$ cat config.mk
export PLATFORM = sky130hd
export DESIGN_NAME = count_down_timer
export DESIGN_NICKNAME = d
export VERILOG_FILES = /design/src/rtl/count_pkg.sv /design/src/rtl/count_down_next.sv /design/src/rtl/count_down_timer.sv
export SDC_FILE = /design/constraint.sdc
export NUM_CORES = 1
export LEC_CHECK = 0
export ABC_CLOCK_PERIOD_IN_PS = 2200
export CAP_MARGIN = 20
export CORE_UTILIZATION = 30
export CTS_CLUSTER_DIAMETER = 40
export DETAILED_ROUTE_END_ITERATION = 10
export HOLD_SLACK_MARGIN = 0.05
export PLACE_DENSITY = 0.49
export SYNTH_ARGS = -nofsm -noshare
export SYNTH_HDL_FRONTEND = slang
export SYNTH_SLANG_ARGS = --single-unit
$ cat constraint.sdc
create_clock -name clk -period 2.2 [get_ports clk]
set_input_delay 0.44 -clock clk [delete_from_list [all_inputs] [get_ports clk]]
set_output_delay 0.44 -clock clk [all_outputs]
set_load 0.1 [all_outputs]
$ cat src/rtl/count_pkg.sv
// Shared types and constants for the loadable down-counter/timer.
package count_pkg;

    typedef enum logic [1:0] {
        IDLE    = 2'd0,
        RUN     = 2'd1,
        EXPIRED = 2'd2
    } state_e;

    localparam int DEFAULT_WIDTH = 16;

    // Returns a mask with the low w bits set, used to build the preset value.
    function automatic logic [63:0] ones_mask(input int w);
        logic [63:0] one;
        one = 64'd1;
        return (one << w) - one;
    endfunction

endpackage

$ cat src/rtl/count_down_next.sv
// Combinational next-count and terminal-count logic for the down-counter.
module count_down_next
    import count_pkg::*;
#(
    parameter int WIDTH = DEFAULT_WIDTH
) (
    input  state_e             state,
    input  logic [WIDTH-1:0]   count_q,
    input  logic [WIDTH-1:0]   reload_q,
    input  logic               load,
    input  logic [WIDTH-1:0]   load_value,
    input  logic               preset,
    input  logic               enable,
    input  logic               auto_reload,
    output logic [WIDTH-1:0]   count_d,
    output logic               tc,
    output logic               zero_in_run
);

    localparam logic [WIDTH-1:0] ALL_ONES = WIDTH'(ones_mask(WIDTH));
    localparam logic [WIDTH-1:0] ONE      = WIDTH'(1);
    localparam logic [WIDTH-1:0] ZERO     = '0;

    logic in_run;
    logic step;

    // Priority load > preset > decrement; a zero count in RUN is parked at zero.
    always_comb begin
        in_run      = (state == RUN);
        step        = in_run && !load && !preset;
        tc          = step && enable && (count_q == ONE);
        zero_in_run = step && (count_q == ZERO);
        count_d     = count_q;
        if (load) begin
            count_d = load_value;
        end else if (preset) begin
            count_d = ALL_ONES;
        end else if (in_run && enable && (count_q != ZERO)) begin
            if (count_q == ONE) begin
                count_d = auto_reload ? reload_q : ZERO;
            end else begin
                count_d = count_q - ONE;
            end
        end
    end

endmodule

$ cat src/rtl/count_down_timer.sv
// Loadable down-counter/timer with auto-reload and a valid/ready expiry event.
module count_down_timer
    import count_pkg::*;
#(
    parameter int WIDTH = DEFAULT_WIDTH
) (
    input  logic               clk,
    input  logic               rst,
    input  logic               load,
    input  logic [WIDTH-1:0]   load_value,
    input  logic               preset,
    input  logic               enable,
    input  logic               auto_reload,
    output logic [WIDTH-1:0]   count,
    output logic               running,
    output logic               tc,
    output logic               expire_valid,
    input  logic               expire_ready,
    output logic               overrun
);

    state_e             state_q, state_d;
    logic [WIDTH-1:0]   count_q, count_d;
    logic [WIDTH-1:0]   reload_q, reload_d;
    logic               running_q, running_d;
    logic               expire_valid_q, expire_valid_d;
    logic               overrun_q, overrun_d;
    logic               zero_in_run;

    count_down_next #(
        .WIDTH (WIDTH)
    ) u_next (
        .state       (state_q),
        .count_q     (count_q),
        .reload_q    (reload_q),
        .load        (load),
        .load_value  (load_value),
        .preset      (preset),
        .enable      (enable),
        .auto_reload (auto_reload),
        .count_d     (count_d),
        .tc          (tc),
        .zero_in_run (zero_in_run)
    );

    // Next state, reload register and event handshake for the coming cycle.
    always_comb begin
        state_d        = state_q;
        reload_d       = reload_q;
        overrun_d      = overrun_q;
        expire_valid_d = tc || (expire_valid_q && !expire_ready);
        if (load) begin
            reload_d  = load_value;
            overrun_d = 1'b0;
            state_d   = (load_value != '0) ? RUN : IDLE;
        end else if (!preset && state_q == RUN) begin
            if (zero_in_run || (tc && !auto_reload)) begin
                state_d = EXPIRED;
            end
        end
        if (tc && expire_valid_q && !expire_ready) begin
            overrun_d = 1'b1;
        end
        running_d = (state_d == RUN);
    end

    // State registers with synchronous reset.
    always_ff @(posedge clk) begin
        if (rst) begin
            state_q        <= IDLE;
            count_q        <= '0;
            reload_q       <= '0;
            running_q      <= 1'b0;
            expire_valid_q <= 1'b0;
            overrun_q      <= 1'b0;
        end else begin
            state_q        <= state_d;
            count_q        <= count_d;
            reload_q       <= reload_d;
            running_q      <= running_d;
            expire_valid_q <= expire_valid_d;
            overrun_q      <= overrun_d;
        end
    end

    assign count        = count_q;
    assign running      = running_q;
    assign expire_valid = expire_valid_q;
    assign overrun      = overrun_q;

endmodule

Word level (Yosys, flattened, before mapping) --
Cells that the tools add are included.
Storage, ports and cells: logic and storage cells 44, bits of input ports 23, bits in registers 37
Operators by class: add/subtract/negate cells 1, multiplexer cells 11, reduce and logical (&&, ||, !) cells 23, eq/ne operators 3
Operator list (number):
- 16-bit two-way mux | 5
- 16-bit nonzero test | 2
- 16-bit by 1-bit == test with 1-bit output (second input constant) | 1
- 16-bit zero test | 1
- 16-bit by 1-bit subtractor with 16-bit output (second input constant) | 1
- 1-bit logical AND | 12
- 2-bit two-way mux | 3
- 2-bit by 1-bit == test with 1-bit output (second input constant) | 2
- 1-bit zero test | 4
- 1-bit two-way mux | 3
- 3-bit nonzero test | 1
- 1-bit logical OR | 2
- 2-bit nonzero test | 1

Logic depth before layout (Yosys ltp) --
Gate-level depths: netlist of the first run.
depth after elaboration 11, mapped depth 9, gate-level depth less buffers 7

Cells and area by module --
From an unflattened synthesis of the first run, not the netlist that was laid out.
Second synthesis, totals: cells, all modules 267, area, all modules 2299.7 sq um
Modules (own cells, without submodules):
- count_down_timer | seq. area each 740.7 sq um, area each 1211.2 sq um, cells an instance 112, times used 1
- count_down_next | seq. area each 0.0 sq um, area each 1088.5 sq um, cells an instance 155, times used 1

Worst setup path before layout of the first run --
Ideal clock, no wire load.
path type flip-flop to flip-flop, from register count_q[2] (netlist: count[2]), to register overrun_q (netlist: overrun), library setup time 0.072 ns, required time 2.128 ns, cell stages (with the launch flop) 7, slack -1.543 ns, arrival time 3.670 ns, cells stage by stage dfxtp_1 > nor4_4 > buf_4 > nand3_1 > nor4_2 > a32oi_1 > nor2_1
On the way: longest elaborated chain between the ends 5, elaborated cells on any way between the ends 6
RTL lines:
- start, declared | line count_down_timer.sv:23 | logic [WIDTH-1:0] count_q, count_d;
- start signal, assigned | line count_down_timer.sv:78 | count_q <= count_d;
- 16-bit by 1-bit == test with 1-bit output (*) | line count_down_next.sv:31 | tc = step && enable && (count_q == ONE);
- 1-bit logical AND (*) | line count_down_next.sv:31
- net tc | line count_down_timer.sv:16 | output logic tc,
- 1-bit logical AND (*) (2 in a row) | line count_down_timer.sv:61 | if (tc && expire_valid_q && !expire_ready) begin
- 1-bit two-way mux or 2-bit nonzero test (tied branches)
- end signal, assigned | line count_down_timer.sv:82 | overrun_q <= overrun_d;
- end, declared | line count_down_timer.sv:27 | logic overrun_q, overrun_d;
Mark *: on every way through the listed nets, which the timed path passes. The rest lies on a longest branch. A chain may end at the register's enable or synchronous reset.

Final worst setup path of the first run --
from input enable, to output tc
On the way: longest elaborated chain between the ends 2
RTL lines:
- start, declared | line count_down_timer.sv:12 | input logic enable,
- 1-bit logical AND (2 in a row) | line count_down_next.sv:31
- end, declared | line count_down_timer.sv:16
No other way between the ends.

==> results.py, run 1 <==
metrics = {
    "logic_synthesis": {
        "synth.largest_area_cell": "dfxtp_1",
        "synthDistinctLibCells": 56,
        "synth_edf_count": 0,
        "synth_top_area_share_pct": 33.8,
        "ys_async_sr_fraction_pct": 0,
        "yosysWarningCount": 0,
        "synthTopCellsByArea": "dfxtp_1, mux2i_1, nor2_1",
        "synthFlopType": "dfxtp_1",
        "muxShareOfSynthArea_pct": 7.76,
        "synthCells": 246,
        "synthXorXnorAreaFrac_pct": 3.99,
        "yosysSeqAreaShare_pct": 33.8,
        "synth_top_family_by_area": "simple AND/OR/NAND/NOR gates",
        "synth_fa_ha_area_share_pct": 1.14,
        "synth_nets": 271,
        "synth-simple-area-share_pct": 27.0,
        "ys_ff_latch": 37,
        "synth_compound_area_share_pct": 19.0,
        "synth_area_um2": 2190,
        "avgSynthCellArea_um2": 8.92,
    },
    "clock_tree": {
        "htreeDepth": 2,
        "cts_tree": "done",
        "cts_hold_buffers": 0,
        "cts_buffer_depth": 2,
        "clk_pin_slew_worst_paths_ns": 0.08,
        "cts_buffers": 5,
        "root_buffer": "clkbuf_8",
        "cts.sink_count": 37,
        "clkLatencyLatePin_ns": 0.30,
    },
    "hold_path": {
        "holdPathStages": 2,
        "min_path_type": "reg -> reg",
    },
    "pwr": {
        "p_sw_w": 0.000754,
        "pwr-share-comb_pct": 34.2,
        "p_total_w": 0.00194,
        "p_int_w": 0.00118,
        "p_sw_share_pct": 38.9,
        "power_density_nw_per_um2": 654,
        "power_leakage_nw": 1.18,
        "p_clk_share_pct": 25.1,
        "ir_drop_mv": 0.177,
        "p_seq_share_pct": 40.7,
    },
    "floorplanning": {
        "core_area_um2": 6940,
        "floorplan.rows": 30,
        "dieArea_um2": 7660,
        "ios": 43,
        "dieWidth_um": 87.5,
        "die_y_um": 87.5,
        "start_util_pct": 31.6,
    },
    "setup_path": {
        "path_buf_inv": 3,
        "worstReg2RegStart": "count[2]",
        "reg2reg_depth": 7,
        "path_depth": 5,
        "cpMaxStageDelayCell": "clkdlybuf4s50_1",
        "r2r_end": "count[14]",
        "cp.arrival_ns": 1.76,
        "crit_chain": "clkdlybuf4s50_1, nand3_2, buf_6, nor4_4, buf_12",
        "startpoint": "enable",
        "endpoint_kind": "output pin",
        "crit_type": "in -> out",
        "startpoint_type": "input pin",
        "worstSetupEndpoint": "tc",
        "reg2reg_slack_ns": 0.16,
        "crit_path_max_incr_delay_ns": 0.51,
        "critPathTopFamily": "buffers and inverters",
        "crit_required_ns": 1.76,
        "path_max_fanout": 4,
    },
    "global_routing": {
        "use_met1_pct": 25.8,
        "grt_pass1_vias": 2067,
        "antenna_found_initial": 0,
        "grt_use_met2_pct": 29.9,
        "grtUsageTotal_pct": 18.9,
        "grt_overflow": 0,
        "grt_pass1_wl_um": 10900,
        "top_usage_layer": "met2",
        "grt_max_degree": 19,
        "grt_use_met3_pct": 2.75,
    },
    "timing": {
        "tightest_slew_ns": 0.566,
        "hold_viol_final": 0,
        "fin_crit_sh_pct": 100,
        "rsz0062_at_grt": "yes",
        "fin_ws_ns": -0.00299,
        "period_minus_slack_ns": 2.20,
        "drv_slew": 0,
        "finalSetupViolations": 1,
        "setup_tns_ns": -0.00299,
        "fmaxAchievable_ghz": 0.454,
        "relSlewSlack_pct": 62.1,
        "finClkSkew_ns": 0.00475,
    },
    "placement": {
        "hpwl_um": 5030,
        "routabilityCongestion": 0.804,
        "dp_slack_ns": -0.0513,
        "io_buffers": 42,
    },
    "drt": {
        "num_vias": 2104,
        "dr.pass1.iters": 4,
        "drc": 0,
        "vias_per_cell": 5.18,
        "ant_nets": 0,
        "wl_um": 6770,
        "drtIter0Drc": 129,
        "wl_per_cell_um": 16.7,
    },
    "finish": {
        "num-fill-cells": 720,
        "regArea_um2": 773,
        "final_common_cell": "buf_4",
        "finish.net_count": 334,
        "fin_util_pct": 42.6,
        "multi_input_area_um2": 1320,
        "area_growth_syn_to_layout_pct": 35.0,
        "layout-drive-gt1-share_pct": 30.3,
        "layout_common_cells": "buf_4, nor2_1, clkdlybuf4s50_1, dfxtp_1, mux2i_1",
        "antenna_cells": 0,
    },
    "flow_run": {
        "drv_cap": 0,
    },
    "status": {
        "violations": "setup timing",
        "status": "finished, violations left",
    },
}
## registers in the layout (all words and copies together) (netlist names)
| signal | flops |
|---|---|
| expire_valid | 1 |
| state_q | 2 |
| reload_q | 16 |
| count | 16 |
| overrun | 1 |
| running | 1 |
## power groups by stage
| stage | clock [W] | combinational (W) | sequential, W |
|---|---|---|---|
| 2_1_floorplan | 0 | 0.000244 | 0.00100 |
| 3_3_place_gp | 0 | 0.000641 | 0.000806 |
| 3_5_place_dp | 0 | 0.000642 | 0.000806 |
| 4_1_cts | 0.000505 | 0.000664 | 0.000788 |
| 5_1_grt | 0.000522 | 0.000706 | 0.000794 |
| 6_report | 0.000487 | 0.000662 | 0.000787 |
## stage by stage
step	instances	instance area, um^2	hold slack, ns
after CTS	406	2960	0.498
after detailed placement	394	2840	0.478
final	406	2960	0.491
after global routing	406	2960	0.526
after floorplan	246	2250	0.452
after global placement	394	2840	0.464
## timing repair
item | CTS | global route
pin swaps | 5 | 1
gates resized for setup | 2 | 1
setup endpoints to repair | 1 | 5
buffers inserted | 4 | 0
## area by class of cell
cell class                 count  area share, %
multi-input combinational    183           44.6
clock inverter                 3          0.591
sequential                    37           26.1
inverter                      10           1.27
tap                           96           4.06
timing repair buffer          72           21.1
clock buffer                   5           2.32
## logic make-up (layout without fill, tap and decap cells)
group | Yosys count | after routing
compound gates | 55 | 55
xor+xnor | 10 | 10
fa+ha+maj | 2 | 2
buf+inv | 26 | 90
flops | 37 | 37
mux | 17 | 17
simple gates | 99 | 99
## worst reg2reg max path, stage by stage (launching register included)
cell and delay, ns:
dfxtp_4 0.36, nor4_4 0.34, buf_4 0.17, and2_4 0.13, a31o_1 0.40, a21oi_2 0.12
buf_4 0.18, a32o_1 0.23
## Yosys cell counts (2+ instances only)
master,count
a32o_1,10
and2_4,2
o32ai_1,2
inv_1,10
nand4_1,3
a21oi_1,12
buf_4,2
nor3_1,7
xor2_1,5
nor4_1,4
nor4_2,2
nand2b_1,11
buf_6,7
o21ai_0,5
nor2_1,27
buf_2,3
nand2_1,9
o211ai_1,5
mux2i_1,17
nor3b_1,2
a31oi_1,7
nand4b_1,2
ha_1,2
nor4_4,2
xnor2_1,5
dfxtp_1,37
clkbuf_1,4
nand3_1,14
## how the worst min path moves through the flow
stage / start / endpoint / slack, ns
2_1_floorplan: reload_q[3] / reload_q[3] / 0.45
3_3_place_gp: overrun / overrun / 0.46
3_5_place_dp: overrun / overrun / 0.48
4_1_cts: overrun / overrun / 0.50
5_1_grt: overrun / overrun / 0.53
6_report: overrun / overrun / 0.49
## layer usage
layer | routed length, um | up-vias
li1 | - | 1037
met1 | 3260 | 1007
met2 | 3100 | 50
met3 | 274 | 10
met4 | 136 | 0
met5 | 0 | -
Note: power is estimated with default switching activity, not from simulation.
==> run 2, diff against run 1 <==
- CTS_BUF_LIST: not set -> sky130_fd_sc_hd__clkbuf_4
==> run 2 against run 1 <==
The flow still finishes with violations (setup timing). Via count about the same. Wire length fell by 0.84%. Utilization shrank 0.58 points. Hold slack improved by 0.0091 ns. Worst setup slack worse by 0.013 ns. Design area down 1.4%. Critical path depth did not move. Critical endpoint unchanged.
==> results.py, run 2 (same netlist as run 1, synthesis figures left out) <==
metrics = {
    "finish": {
        "layout-drive-gt1-share_pct": 30.0,
        "final_common_cell": "buf_4",
        "num-fill-cells": 724,
        "area_growth_syn_to_layout_pct": 33.2,
        "multi_input_area_um2": 1320,
        "finish.net_count": 334,
        "antenna_cells": 0,
        "regArea_um2": 773,
        "layout_common_cells": "buf_4, nor2_1, clkdlybuf4s50_1, dfxtp_1, mux2i_1",
    },
    "clock_tree": {
        "clkLatencyLatePin_ns": 0.34,
        "cts_hold_buffers": 0,
        "cts.sink_count": 37,
        "root_buffer": "clkbuf_4",
        "clk_pin_slew_worst_paths_ns": 0.12,
        "cts_tree": "done",
        "cts_buffer_depth": 2,
        "cts_buffers": 5,
        "htreeDepth": 2,
    },
    "timing": {
        "tightest_slew_ns": 0.592,
        "fin_ws_ns": -0.0162,
        "finClkSkew_ns": 0.0100,
        "rsz0062_at_grt": "yes",
        "period_minus_slack_ns": 2.22,
        "finalSetupViolations": 1,
        "fin_crit_sh_pct": 101,
        "fmaxAchievable_ghz": 0.451,
        "drv_slew": 0,
        "hold_viol_final": 0,
        "relSlewSlack_pct": 60.4,
    },
    "hold_path": {
        "min_path_type": "reg -> reg",
        "hp-start": "overrun",
        "holdPathStages": 2,
        "holdPathEnd": "overrun",
    },
    "floorplanning": {
        "floorplan.rows": 30,
        "core_area_um2": 6940,
        "die_y_um": 87.5,
        "dieWidth_um": 87.5,
        "dieArea_um2": 7660,
        "ios": 43,
        "start_util_pct": 31.6,
    },
    "global_routing": {
        "top_usage_layer": "met2",
        "grt_overflow": 0,
        "use_met1_pct": 26.1,
        "grt_use_met2_pct": 29.1,
        "grt_use_met3_pct": 2.75,
        "grt_max_degree": 19,
        "antenna_found_initial": 0,
        "grt_pass1_wl_um": 10800,
        "grtUsageTotal_pct": 18.7,
        "grt_pass1_vias": 2037,
    },
    "placement": {
        "routabilityCongestion": 0.804,
        "dp_slack_ns": -0.0513,
        "hpwl_um": 5030,
        "io_buffers": 42,
    },
    "drt": {
        "ant_nets": 0,
        "wl_um": 6720,
        "wl_per_cell_um": 16.5,
        "drtIter0Drc": 134,
        "vias_per_cell": 5.18,
        "num_vias": 2102,
        "dr.pass1.iters": 4,
        "drc": 0,
    },
    "setup_path": {
        "reg2reg_depth": 7,
        "crit_type": "in -> out",
        "worstReg2RegStart": "count[2]",
        "r2r_end": "count[14]",
        "reg2reg_slack_ns": 0.14,
        "cp.arrival_ns": 1.78,
        "crit_required_ns": 1.76,
        "startpoint_type": "input pin",
        "path_max_fanout": 4,
        "endpoint_kind": "output pin",
    },
    "flow_run": {
        "drv_cap": 0,
    },
    "pwr": {
        "power_leakage_nw": 1.17,
        "ir_drop_mv": 0.174,
        "power_density_nw_per_um2": 621,
        "p_total_w": 0.00181,
    },
    "status": {
        "violations": "setup timing",
        "status": "finished, violations left",
    },
}
## run 2: worst max-delay path by stage
| stage | end | cells after the start | slack (ns) | start |
|---|---|---|---|---|
| 3_3_place_gp | count[1] | 5 | -0.01 | load |
| 4_1_cts | tc | 4 | -0.09 | count[2] |
| 3_5_place_dp | count[8] | 5 | -0.05 | load |
| 5_1_grt | tc | 4 | -0.15 | count[2] |
| 6_report | tc | 5 | -0.02 | enable |
| 2_1_floorplan | tc | 4 | -0.52 | count[5] |
## run 2: timing repair
action | CTS | global route
setup endpoints to repair | 1 | 5
buffers inserted | 4 | 0
pin swaps | 4 | 1
gates cloned | 0 | 0
resized for setup | 0 | 1
## run 2: final cells by class
type,count,share of cell area (%)
Sequential cell,37,26.5
Clock inverter,3,0.600
Timing Repair Buffer,72,21.2
Inverter,10,1.28
Tap cell,96,4.11
Clock buffer,5,1.28
Multi-Input combinational cell,183,45.0
## run 2: routing by layer
metal / share of wire [%] / vias to the layer above
met2: 45 / 48
met1: 49 / 1008
met3: 3.9 / 8
li1: - / 1038
met4: 1.9 / 0
met5: 0 / -
## run 2: per-stage QoR
step	util [%]	area [um^2]	instances	TNS [ns]	hold slack [ns]
after floorplan	-	2250	246	-1.34	0.452
after global placement	40.8	2840	394	-0.104	0.464
after detailed placement	40.8	2840	394	-0.389	0.478
after CTS	42.1	2920	406	-0.0945	0.509
after global routing	42.1	2920	406	-0.149	0.537
final	42.1	2920	406	-0.0162	0.500
## run 2: critical path: stages
cell,delay [ns]
clkdlybuf4s50_1,0.49
nand3_1,0.10
buf_4,0.17
nor4_4,0.36
buf_12,0.22
## run 2: power by group
group          internal (W)  switching, W
clock              0.000121      0.000247
combinational      0.000239      0.000421
sequential         0.000723     0.0000636
total               0.00108      0.000732
==> run 3, diff against run 2 <==
- CAP_MARGIN: 20 -> not set
- CORE_UTILIZATION: 30 -> 40
- PLACE_DENSITY: 0.49 -> 0.62
==> run 3 against run 2 <==
The flow still finishes with violations (setup timing). Count of clock-buffer cells in the layout up 1. Die area down 24%. Wire length down 7.9%.
==> results.py, run 3 (same netlist as run 1, synthesis figures left out) <==
metrics = {
    "status": {
        "status": "finished, violations left",
        "violations": "setup timing",
    },
    "hold_path": {
        "holdPathEnd": "overrun",
        "hp-start": "overrun",
        "holdPathStages": 2,
        "min_path_type": "reg -> reg",
    },
    "floorplanning": {
        "ios": 43,
        "dieWidth_um": 76.1,
        "start_util_pct": 42.1,
        "die_y_um": 76.1,
        "floorplan.rows": 26,
        "core_area_um2": 5200,
        "dieArea_um2": 5780,
    },
    "finish": {
        "area_growth_syn_to_layout_pct": 31.7,
        "fin_util_pct": 55.5,
        "layout_common_cells": "buf_4, nor2_1, clkdlybuf4s50_1, dfxtp_1, mux2i_1",
        "layout-drive-gt1-share_pct": 29.2,
        "num-fill-cells": 502,
        "antenna_cells": 0,
        "finish.net_count": 329,
        "regArea_um2": 776,
        "multi_input_area_um2": 1320,
        "final_common_cell": "buf_4",
    },
    "global_routing": {
        "grt_use_met3_pct": 4.31,
        "use_met1_pct": 31.6,
        "grt_pass1_vias": 1942,
        "grt_pass1_wl_um": 10100,
        "top_usage_layer": "met2",
        "grt_max_degree": 33,
        "grt_use_met2_pct": 34.0,
        "antenna_found_initial": 0,
        "grtUsageTotal_pct": 22.2,
        "grt_overflow": 0,
    },
    "setup_path": {
        "crit_chain": "clkdlybuf4s50_1, nand3_1, buf_6, nor4_4, buf_12",
        "crit_type": "in -> out",
        "path_max_fanout": 4,
        "reg2reg_depth": 7,
        "startpoint_type": "input pin",
        "crit_required_ns": 1.76,
        "critPathTopFamily": "buffers and inverters",
        "worstReg2RegStart": "count[10]",
        "crit_path_max_incr_delay_ns": 0.49,
        "r2r_end": "count[14]",
        "path_buf_inv": 3,
        "cp.arrival_ns": 1.77,
        "reg2reg_slack_ns": 0.09,
        "endpoint_kind": "output pin",
        "cpMaxStageDelayCell": "clkdlybuf4s50_1",
    },
    "timing": {
        "relSlewSlack_pct": 70.3,
        "fin_crit_sh_pct": 100,
        "drv_slew": 0,
        "finalSetupViolations": 1,
        "finClkSkew_ns": 0.00433,
        "setup_tns_ns": -0.0110,
        "tightest_slew_ns": 0.444,
        "period_minus_slack_ns": 2.21,
        "rsz0062_at_grt": "yes",
        "holdWs_ns": 0.506,
        "hold_viol_final": 0,
        "fin_ws_ns": -0.0110,
        "fmaxAchievable_ghz": 0.452,
    },
    "clock_tree": {
        "cts.sink_count": 37,
        "htreeDepth": 2,
        "clkLatencyLatePin_ns": 0.35,
        "cts_hold_buffers": 0,
        "cts_tree": "done",
        "cts_buffer_depth": 2,
        "root_buffer": "clkbuf_4",
        "cts_buffers": 5,
        "clk_pin_slew_worst_paths_ns": 0.12,
    },
    "flow_run": {
        "drv_cap": 0,
    },
    "drt": {
        "wl_per_cell_um": 16.5,
        "ant_nets": 0,
        "vias_per_cell": 5.58,
        "dr.pass1.iters": 4,
        "drc": 0,
        "num_vias": 2093,
        "drtIter0Drc": 162,
        "wl_um": 6180,
    },
    "pwr": {
        "ir_drop_mv": 0.392,
        "power_leakage_nw": 1.16,
        "power_density_nw_per_um2": 672,
    },
    "placement": {
        "routabilityCongestion": 0.788,
        "dp_slack_ns": -0.00507,
        "hpwl_um": 4440,
        "io_buffers": 42,
    },
}
## run 3: metal layers
layer / part of all wire (%) / wire length (um)
met5: 0 / 0
met4: 1.1 / 68
met3: 6.3 / 389
met2: 45 / 2780
met1: 48 / 2940
## run 3: cell type report
class | instances | area share (%)
timing repair buffer | 67 | 20.3
tap | 70 | 3.03
clock inverter | 2 | 1.34
clock buffer | 6 | 1.56
sequential | 37 | 26.9
inverter | 10 | 1.30
multi-input combinational | 183 | 45.6
## run 3: where the power goes
group | switching [W] | internal (W) | leakage (nW)
clock network | 0.000250 | 0.000254 | 0.0459
registers | 0.0000650 | 0.000723 | 0.312
logic | 0.000414 | 0.000234 | 0.802
## run 3: repair_timing
action | CTS | global route
setup endpoints to repair | 1 | 2
pin swaps | 6 | 1
buffers inserted | 5 | 1
cloned | 0 | 0
gates resized for setup | 3 | 0
## run 3: metrics by stage
step	instance area, um^2	instances	total power [W]
floorplan	2250	246	0.00125
global placement	2750	361	0.00143
detailed placement	2750	361	0.00143
CTS	2880	374	0.00195
global route	2890	375	0.00203
finish	2890	375	0.00194
## run 3: worst reg2reg max path, delay by kind of cell (launching register included)
family          cells  cell delay, ns
flops               1            0.38
compound gates      3            0.77
simple gates        2            0.51
buf+inv             2            0.36
## run 3: worst max path at each step
stage	startpoint	to	slack, ns	depth (start not counted)
floorplan	count[5]	tc	-0.52	4
global placement	load	count[1]	0.009	5
detailed placement	load	tc	-0.005	5
CTS	count[10]	tc	-0.004	4
global route	count[10]	tc	-0.07	4
finish	enable	tc	-0.01	5
